<file path="src/rtl/add_table_ram_ctrl.sv">
// Sum-table fill sequencer and round-robin read arbiter
// for the OPW-bit adder lookup SRAM.
module add_table_ram_ctrl #(
  parameter int OPW           = 4,
  parameter bit FILL_ON_RESET = 1'b0
) (
  input  logic             CLK,
  input  logic             RST,
  input  logic             START,
  output logic             BUSY,
  output logic             DONE,
  output logic             READY,
  input  logic             REQ0,
  input  logic             REQ1,
  input  logic [OPW-1:0]   A0,
  input  logic [OPW-1:0]   B0,
  input  logic [OPW-1:0]   A1,
  input  logic [OPW-1:0]   B1,
  output logic             GNT0,
  output logic             GNT1,
  output logic             VALID0,
  output logic             VALID1,
  output logic [OPW:0]     DOUT0,
  output logic [OPW:0]     DOUT1,
  output logic             RAM_CS,
  output logic             RAM_WE,
  output logic [2*OPW-1:0] RAM_ADDR,
  output logic [OPW:0]     RAM_DIN,
  input  logic [OPW:0]     RAM_DOUT
);

  localparam int AW = 2 * OPW;
  localparam int DW = OPW + 1;

  localparam logic [2:0] S_IDLE  = 3'd0;
  localparam logic [2:0] S_FILL  = 3'd1;
  localparam logic [2:0] S_SERVE = 3'd2;
  localparam logic [2:0] S_ISSUE = 3'd3;
  localparam logic [2:0] S_CAPT  = 3'd4;
  localparam logic [2:0] S_RST   = FILL_ON_RESET ? S_FILL : S_IDLE;

  localparam logic [AW:0] CNT_ONE = 1;

  logic [2:0]    state_q, state_d;
  // Extra MSB marks that the last address has already been written.
  logic [AW:0]   cnt_q, cnt_d;
  logic          rr_q, rr_d;
  logic          sel_q, sel_d;
  logic          busy_q, busy_d;
  logic          done_q, done_d;
  logic          ready_q, ready_d;
  logic          gnt0_q, gnt0_d;
  logic          gnt1_q, gnt1_d;
  logic          v0_q, v0_d;
  logic          v1_q, v1_d;
  logic [DW-1:0] dout0_q, dout0_d;
  logic [DW-1:0] dout1_q, dout1_d;
  logic          cs_q, cs_d;
  logic          we_q, we_d;
  logic [AW-1:0] addr_q, addr_d;
  logic [DW-1:0] din_q, din_d;
  logic          start_fill;
  logic          pick;

  function automatic logic [DW-1:0] fsum(
    input logic [AW-1:0] idx
  );
    return {1'b0, idx[AW-1:OPW]}
         + {1'b0, idx[OPW-1:0]};
  endfunction

  always_comb begin
    state_d    = state_q;
    cnt_d      = cnt_q;
    rr_d       = rr_q;
    sel_d      = sel_q;
    done_d     = 1'b0;
    gnt0_d     = 1'b0;
    gnt1_d     = 1'b0;
    v0_d       = 1'b0;
    v1_d       = 1'b0;
    dout0_d    = dout0_q;
    dout1_d    = dout1_q;
    cs_d       = 1'b0;
    we_d       = 1'b0;
    addr_d     = addr_q;
    din_d      = din_q;
    start_fill = 1'b0;
    pick       = 1'b0;
    unique case (state_q)
      S_IDLE: begin
        start_fill = START;
      end
      S_FILL: begin
        if (cnt_q[AW]) begin
          state_d = S_SERVE;
          done_d  = 1'b1;
          cnt_d   = '0;
        end else begin
          cs_d   = 1'b1;
          we_d   = 1'b1;
          addr_d = cnt_q[AW-1:0];
          din_d  = fsum(cnt_q[AW-1:0]);
          cnt_d  = cnt_q + CNT_ONE;
        end
      end
      S_SERVE: begin
        if (START) begin
          start_fill = 1'b1;
        end else if (REQ0 || REQ1) begin
          // On contention the last winner yields.
          pick    = (REQ0 && REQ1) ? ~rr_q : REQ1;
          cs_d    = 1'b1;
          addr_d  = pick ? {A1, B1} : {A0, B0};
          gnt0_d  = ~pick;
          gnt1_d  = pick;
          rr_d    = pick;
          sel_d   = pick;
          state_d = S_ISSUE;
        end
      end
      S_ISSUE: begin
        state_d = S_CAPT;
      end
      S_CAPT: begin
        if (sel_q) begin
          v1_d    = 1'b1;
          dout1_d = RAM_DOUT;
        end else begin
          v0_d    = 1'b1;
          dout0_d = RAM_DOUT;
        end
        state_d = S_SERVE;
      end
      default: begin
        state_d = S_IDLE;
      end
    endcase
    // Entering FILL already issues the write of address 0.
    if (start_fill) begin
      state_d = S_FILL;
      cs_d    = 1'b1;
      we_d    = 1'b1;
      addr_d  = '0;
      din_d   = '0;
      cnt_d   = CNT_ONE;
    end
    busy_d  = (state_d == S_FILL);
    ready_d = (state_d == S_SERVE);
  end

  always_ff @(posedge CLK) begin
    if (RST) begin
      state_q <= S_RST;
      cnt_q   <= '0;
      rr_q    <= 1'b1;
      sel_q   <= 1'b0;
      busy_q  <= 1'b0;
      done_q  <= 1'b0;
      ready_q <= 1'b0;
      gnt0_q  <= 1'b0;
      gnt1_q  <= 1'b0;
      v0_q    <= 1'b0;
      v1_q    <= 1'b0;
      dout0_q <= '0;
      dout1_q <= '0;
      cs_q    <= 1'b0;
      we_q    <= 1'b0;
      addr_q  <= '0;
      din_q   <= '0;
    end else begin
      state_q <= state_d;
      cnt_q   <= cnt_d;
      rr_q    <= rr_d;
      sel_q   <= sel_d;
      busy_q  <= busy_d;
      done_q  <= done_d;
      ready_q <= ready_d;
      gnt0_q  <= gnt0_d;
      gnt1_q  <= gnt1_d;
      v0_q    <= v0_d;
      v1_q    <= v1_d;
      dout0_q <= dout0_d;
      dout1_q <= dout1_d;
      cs_q    <= cs_d;
      we_q    <= we_d;
      addr_q  <= addr_d;
      din_q   <= din_d;
    end
  end

  assign BUSY     = busy_q;
  assign DONE     = done_q;
  assign READY    = ready_q;
  assign GNT0     = gnt0_q;
  assign GNT1     = gnt1_q;
  assign VALID0   = v0_q;
  assign VALID1   = v1_q;
  assign DOUT0    = dout0_q;
  assign DOUT1    = dout1_q;
  assign RAM_CS   = cs_q;
  assign RAM_WE   = we_q;
  assign RAM_ADDR = addr_q;
  assign RAM_DIN  = din_q;

endmodule

</file>
<file path="config.mk">
export PLATFORM = sky130hd
export DESIGN_NAME = add_table_ram_ctrl
export DESIGN_NICKNAME = d
export VERILOG_FILES = /design/src/rtl/add_table_ram_ctrl.sv
export SDC_FILE = /design/constraint.sdc
export NUM_CORES = 1
export LEC_CHECK = 0
export BUFFER_PORTS_ARGS = -buffer_cell sky130_fd_sc_hd__clkbuf_2
export CELL_PAD_IN_SITES_DETAIL_PLACEMENT = 1
export CELL_PAD_IN_SITES_GLOBAL_PLACEMENT = 1
export CORE_AREA = 5 5 99 64
export CTS_BUF_LIST = sky130_fd_sc_hd__clkbuf_8
export DETAILED_ROUTE_END_ITERATION = 8
export DIE_AREA = 0 0 104 69
export GPL_ROUTABILITY_DRIVEN = 0
export MAX_ROUTING_LAYER = met4
export PLACE_DENSITY_LB_ADDON = 0.1
export SETUP_SLACK_MARGIN = 0.5
export SYNTH_ARGS = -nofsm -noshare
export SYNTH_HDL_FRONTEND = slang
export SYNTH_SLANG_ARGS = --single-unit
</file>
<file path="constraint.sdc">
create_clock -name CLK -period 2.1 [get_ports CLK]
set_input_delay 0.315 -clock CLK [delete_from_list [all_inputs] [get_ports CLK]]
set_output_delay 0.315 -clock CLK [all_outputs]
set_load 0.005 [all_outputs]
</file>
# Word level (Yosys, flattened, before mapping)
# Cells that the tools add are included.
totals:
  ff_bits: 46
  inputBits: 26
  wordCells: 78
classes:
  add_sub_neg: 2
  n_eq_ne: 9
  muxes: 26
  bitwise_logic: 9
  n_reduce_logical: 14
op_table:
  columns: ["operator", "count"]
  rows:
  - ["$mux 8", 4]
  - ["$pmux 8 s2", 1]
  - ["$pmux 3 s5", 1]
  - ["$mux 1", 13]
  - ["$mux 3", 4]
  - ["$add 9x1->9 const B", 1]
  - ["$eq 3x2->1 const B", 3]
  - ["$mux 9", 1]
  - ["$not 1->1", 9]
  - ["$eq 3x1->1 const B", 2]
  - ["$ne 2x2->1 const B", 3]
  - ["$reduce_and 2->1", 3]
  - ["$reduce_or 2->1", 3]
  - ["$add 4x4->5", 1]
  - ["$pmux 1 s2", 2]
  - ["$reduce_and 4->1", 1]
  - ["$reduce_bool 2->1", 2]
  - ["$reduce_or 4->1", 1]
  - ["$eq 3x3->1 const B", 1]
  - ["$logic_not 3->1", 1]
  - ["$reduce_and 3->1", 1]
  - ["$logic_and 1x1->1", 1]
  - ["$logic_or 1x1->1", 1]

# Longest topological paths before layout
logic_depth:
  depth_word: 6
  mapped_depth: 6
  mapped_depth_nobuf: 6

# Worst setup path before layout
# Ideal clock, no wire load.
synth_timing:
  path_type: "reg-to-reg"
  startpoint: "register cnt_q[8]"
  endpoint: "register din_q[3] (netlist: RAM_DIN[3])"
  setup_ns: 0.075
  arrival_ns: 1.570
  required_ns: 2.025
  path_slack_ns: 0.456
  path_stages_with_launch: 6
  n_path_buf: 2
  period_less_slack_ns: 1.644
  path_cell_list: "dfxtp_1 -> buf_6 -> or4b_4 -> buf_6 -> or3_1 -> a31oi_2"
synth_between:
  elab_chain_cells: 2
synth_rtl:
  columns: ["item", "line_no", "text"]
  rows:
  - ["from (decl)", "46", "logic [AW:0] cnt_q, cnt_d;"]
  - ["from (signal assigned)", "173", "cnt_q <= cnt_d;"]
  - ["$not 1->1 (no source line)", null, null]
  - ["$reduce_and 2->1 (no source line)", null, null]
  - ["to (signal assigned)", "188", "din_q <= din_d;"]
  - ["to (decl)", "61", "logic [DW-1:0] din_q, din_d;"]
# No other way between the ends.
# A chain may end at the register's enable or synchronous reset.

# Worst setup path after layout
layout_timing:
  startpoint: "register state_q[0]"
  endpoint: "register ready_q (netlist: READY)"
layout_between:
  elab_chain_cells: 5
layout_rtl:
  columns: ["item", "line_no", "text"]
  rows:
  - ["from (decl)", "44", "logic [2:0] state_q, state_d;"]
  - ["from (signal assigned)", "172", "state_q <= state_d;"]
  - ["$mux 3", "110", "end else if (REQ0 || REQ1) begin"]
  - ["$mux 3", "108", "if (START) begin"]
  - ["$pmux 3 s5", "90", "unique case (state_q)"]
  - ["$mux 3 *", "140", "if (start_fill) begin"]
  - ["$eq 3x2->1 *", "149", "ready_d = (state_d == S_SERVE);"]
  - ["to (signal assigned)", "178", "ready_q <= ready_d;"]
  - ["to (decl)", "51", "logic ready_q, ready_d;"]
# Every way passes the cells marked *; elsewhere a longest branch is shown, timed or not.

==> results.txt <==
status -> finished clean
global-route wire length before repair -> 9294 um
top cell type's share of synthesized area -> 0.4469
cts hold-fix bufs -> 0
Vias -> 1,775
RSZ-0062 raised after global routing -> true
Comb pwr share -> 0.102
Int Pwr -> 1.221 mW
Initial DRT Pass Iterations -> 4
top-count cell post-synth -> dfxtp_1
Clk Latency, worst-skew pair -> 0.30 ns
row count -> 21
P_sw -> 398.2 uW
Crit Path Max Fanout -> 7
Reg power frac -> 0.552
Buffers on Ports -> 57
CTS tree -> built
Relative slew margins -> 0.7362
Multi-input gate area -> 1104 um^2
synth top area cells -> dfxtp_1, mux2i_1, nor2_1
Pins Over Slew Limit -> 0
Clock Power Share -> 0.346
Core Footprint -> 5360 um^2
CTS clk-pin slew, worst paths -> 0.09 ns
largest net degree at the start of global routing -> 26
clock sink count -> 46
DRT iter0 DRCs -> 84
WL met3 -> 314 um
Hold Slack -> 0.2773 ns
Remaining DRCs -> 0
kind of critical path -> flop to flop
Routed Antenna Nets -> 0
fin crit share -> 0.7463
Setup violations, final -> 0
Congestion Overflow GR -> 0
slowest CP cell -> or3b_2
mean area per synthesized cell -> 9.453 um^2
Root Driver -> clkbuf_8
Die Footprint -> 7176 um^2
Hold Path Class -> input pin to flop
final hold violations -> 0
wl on met1 -> 2970 um
sequential area share after synthesis -> 0.4469
vias in the first global route -> 1,803
CP Launch Type -> flop
fin util -> 0.5042
final cell count without fillers -> 359
fraction of registers with async set/reset -> 0
Slew @ Worst Pin -> 0.3948 ns
Worst path max stage delay -> 0.45 ns
post-synth top area cell -> dfxtp_1
Die H -> 69 um
placed instance count -> 337
Synth top cells by count -> dfxtp_1, nor2_1, mux2i_1, nand2_1, a21oi_1
Finished Cell Area -> 2703 um^2
WL met2 -> 2246 um
initial antenna violation count -> 0
Ports -> 58
total track usage -> 0.1600
worst vdd rail ir drop -> 0.2497 mV
# fillers -> 644
starting density of the core -> 0.3845
register area -> 939.7 um^2
H-tree depth -> 2
Crit. End Element -> flop
Die Wd -> 104 um
EDFF count, synth -> 0
Max Cap Violations -> 0
dpl cell area -> 2396 um^2
fmax -> 0.6381 GHz
Period minus WS final -> 1.567 ns
Pwr Density -> 599.2 nW/um^2
Fin Clk Skew -> 0.008221 ns
critical path, cell by cell -> buf_4, or3b_2, a21oi_1, nor2_1, nor4_1
layout cells sized above 1 -> 0.3931
synthesized cell area -> 2061 um^2
Primary FF master, synth -> dfxtp_1
Syn Nets -> 250
maximum clock path buffer count -> 2
top routing layer used -> met4
Yosys reg bits -> 46
Total Nets Final -> 321
P_leak -> 1.176 nW
hpwl dp -> 4029 um
WP buf/inv -> 1
setup TNS -> 0 ns
Routed WL per cell -> 15.51 um
library cells used by synthesis -> 48
number of diodes -> 0
P&R area growth vs syn -> 31.15%
Synth Instances -> 218
routed vias/inst -> 4.944
wirelength, routed -> 5567 um
Top delay family on crit path -> simple AND/OR/NAND/NOR gates
Sw Share -> 0.2459
CP arrival -> 1.77 ns
Synth Warn # -> 0
Worst EP required -> 2.30 ns
TritonCTS Buffers -> 5
[power groups by stage]
stage	clock network [mW]	registers (mW)	logic (mW)
final	0.560	0.895	0.165
after global routing	0.612	0.897	0.184
after CTS	0.575	0.898	0.150
after detailed placement	0	0.919	0.140
after global placement	0	0.918	0.140
after floorplan	0	0.913	0.0890
[placed cells by master, fill, tap and decap left out, drive strengths merged, types with 2 or more instances in the layout]
cell type	synthesis	layout
or4b	2	2
nor2b	4	4
clkbuf	5	63
nand3	7	7
nand4	2	2
mux2i	18	18
ha	5	5
dfxtp	46	46
a22o	8	8
or3	2	2
nand3b	2	2
xor2	4	4
a21oi	11	11
nor3	3	3
or3b	3	3
nor3b	4	4
nand2	18	18
nor4	3	3
or2	2	2
inv	3	4
a211oi	2	2
and2	2	2
nand2b	2	2
o21ai	10	10
buf	9	21
xnor2	2	2
nor2	28	28
[state kept, by name, indices dropped and copies added (netlist names), 3 cells and up]
signal / count
RAM_DIN: 5
DOUT1: 5
RAM_ADDR: 8
state_q: 3
cnt_q: 9
DOUT0: 5
[stage by stage]
step	setup WS, ns	power (mW)
floorplan	0.4628	1.002
global placement	0.3869	1.058
detailed placement	0.2916	1.059
CTS	0.4342	1.623
global route	0.4654	1.692
finish	0.5327	1.620
[cell type report]
type,count,area share
multi-input cells,155,0.4083
inverters,3,0.004167
well taps,69,0.03194
clock inverters,2,0.003241
flip-flops and latches,46,0.3477
clock buffers,6,0.03056
repair buffers,78,0.1741
[final timing paths]
kind,from,to,slack (ns),cells after the start
max,state_q[0],READY,0.53,5
min,RAM_DOUT[3],DOUT0[3],0.28,3
max reg2reg,state_q[0],READY,0.53,5
min reg2reg,RAM_DIN[2],RAM_DIN[2],0.46,2
[per-layer routing]
| metal | vias to the layer above | global-route usage |
|---|---|---|
| met4 | 0 | 0.03879 |
| met1 | 827 | 0.2426 |
| met3 | 4 | 0.04944 |
| met5 | - | - |
| li1 | 901 | - |
| met2 | 43 | 0.2013 |
[what timing repair did]
| action | CTS | global route |
|---|---|---|
| buffers inserted | 3 | 11 |
| pin swaps | 4 | 16 |
| setup endpoints to repair | 30 | 30 |
| gates resized for setup | 13 | 20 |
[cells by family (layout without fill, tap and decap cells)]
group                      count (synthesis)  in the layout  synth area share
and+or+nand+nor                           88             88            0.2246
DFF                                       46             46            0.4469
AOI/OAI and AO/OA                         37             37            0.1257
muxes                                     18             18           0.08743
buffers and inverters                     17             89           0.04978
adders and majority gates                  6              6           0.04007
xor gates and xnor gates                   6              6           0.02550
[worst register-to-register path, stage by stage (launching register included)]
cell     delay, ns
dfxtp_4       0.38
buf_4         0.15
or3b_2        0.45
a21oi_1       0.17
nor2_1        0.09
nor4_1        0.24
Note: power is estimated with default switching activity, not from simulation.
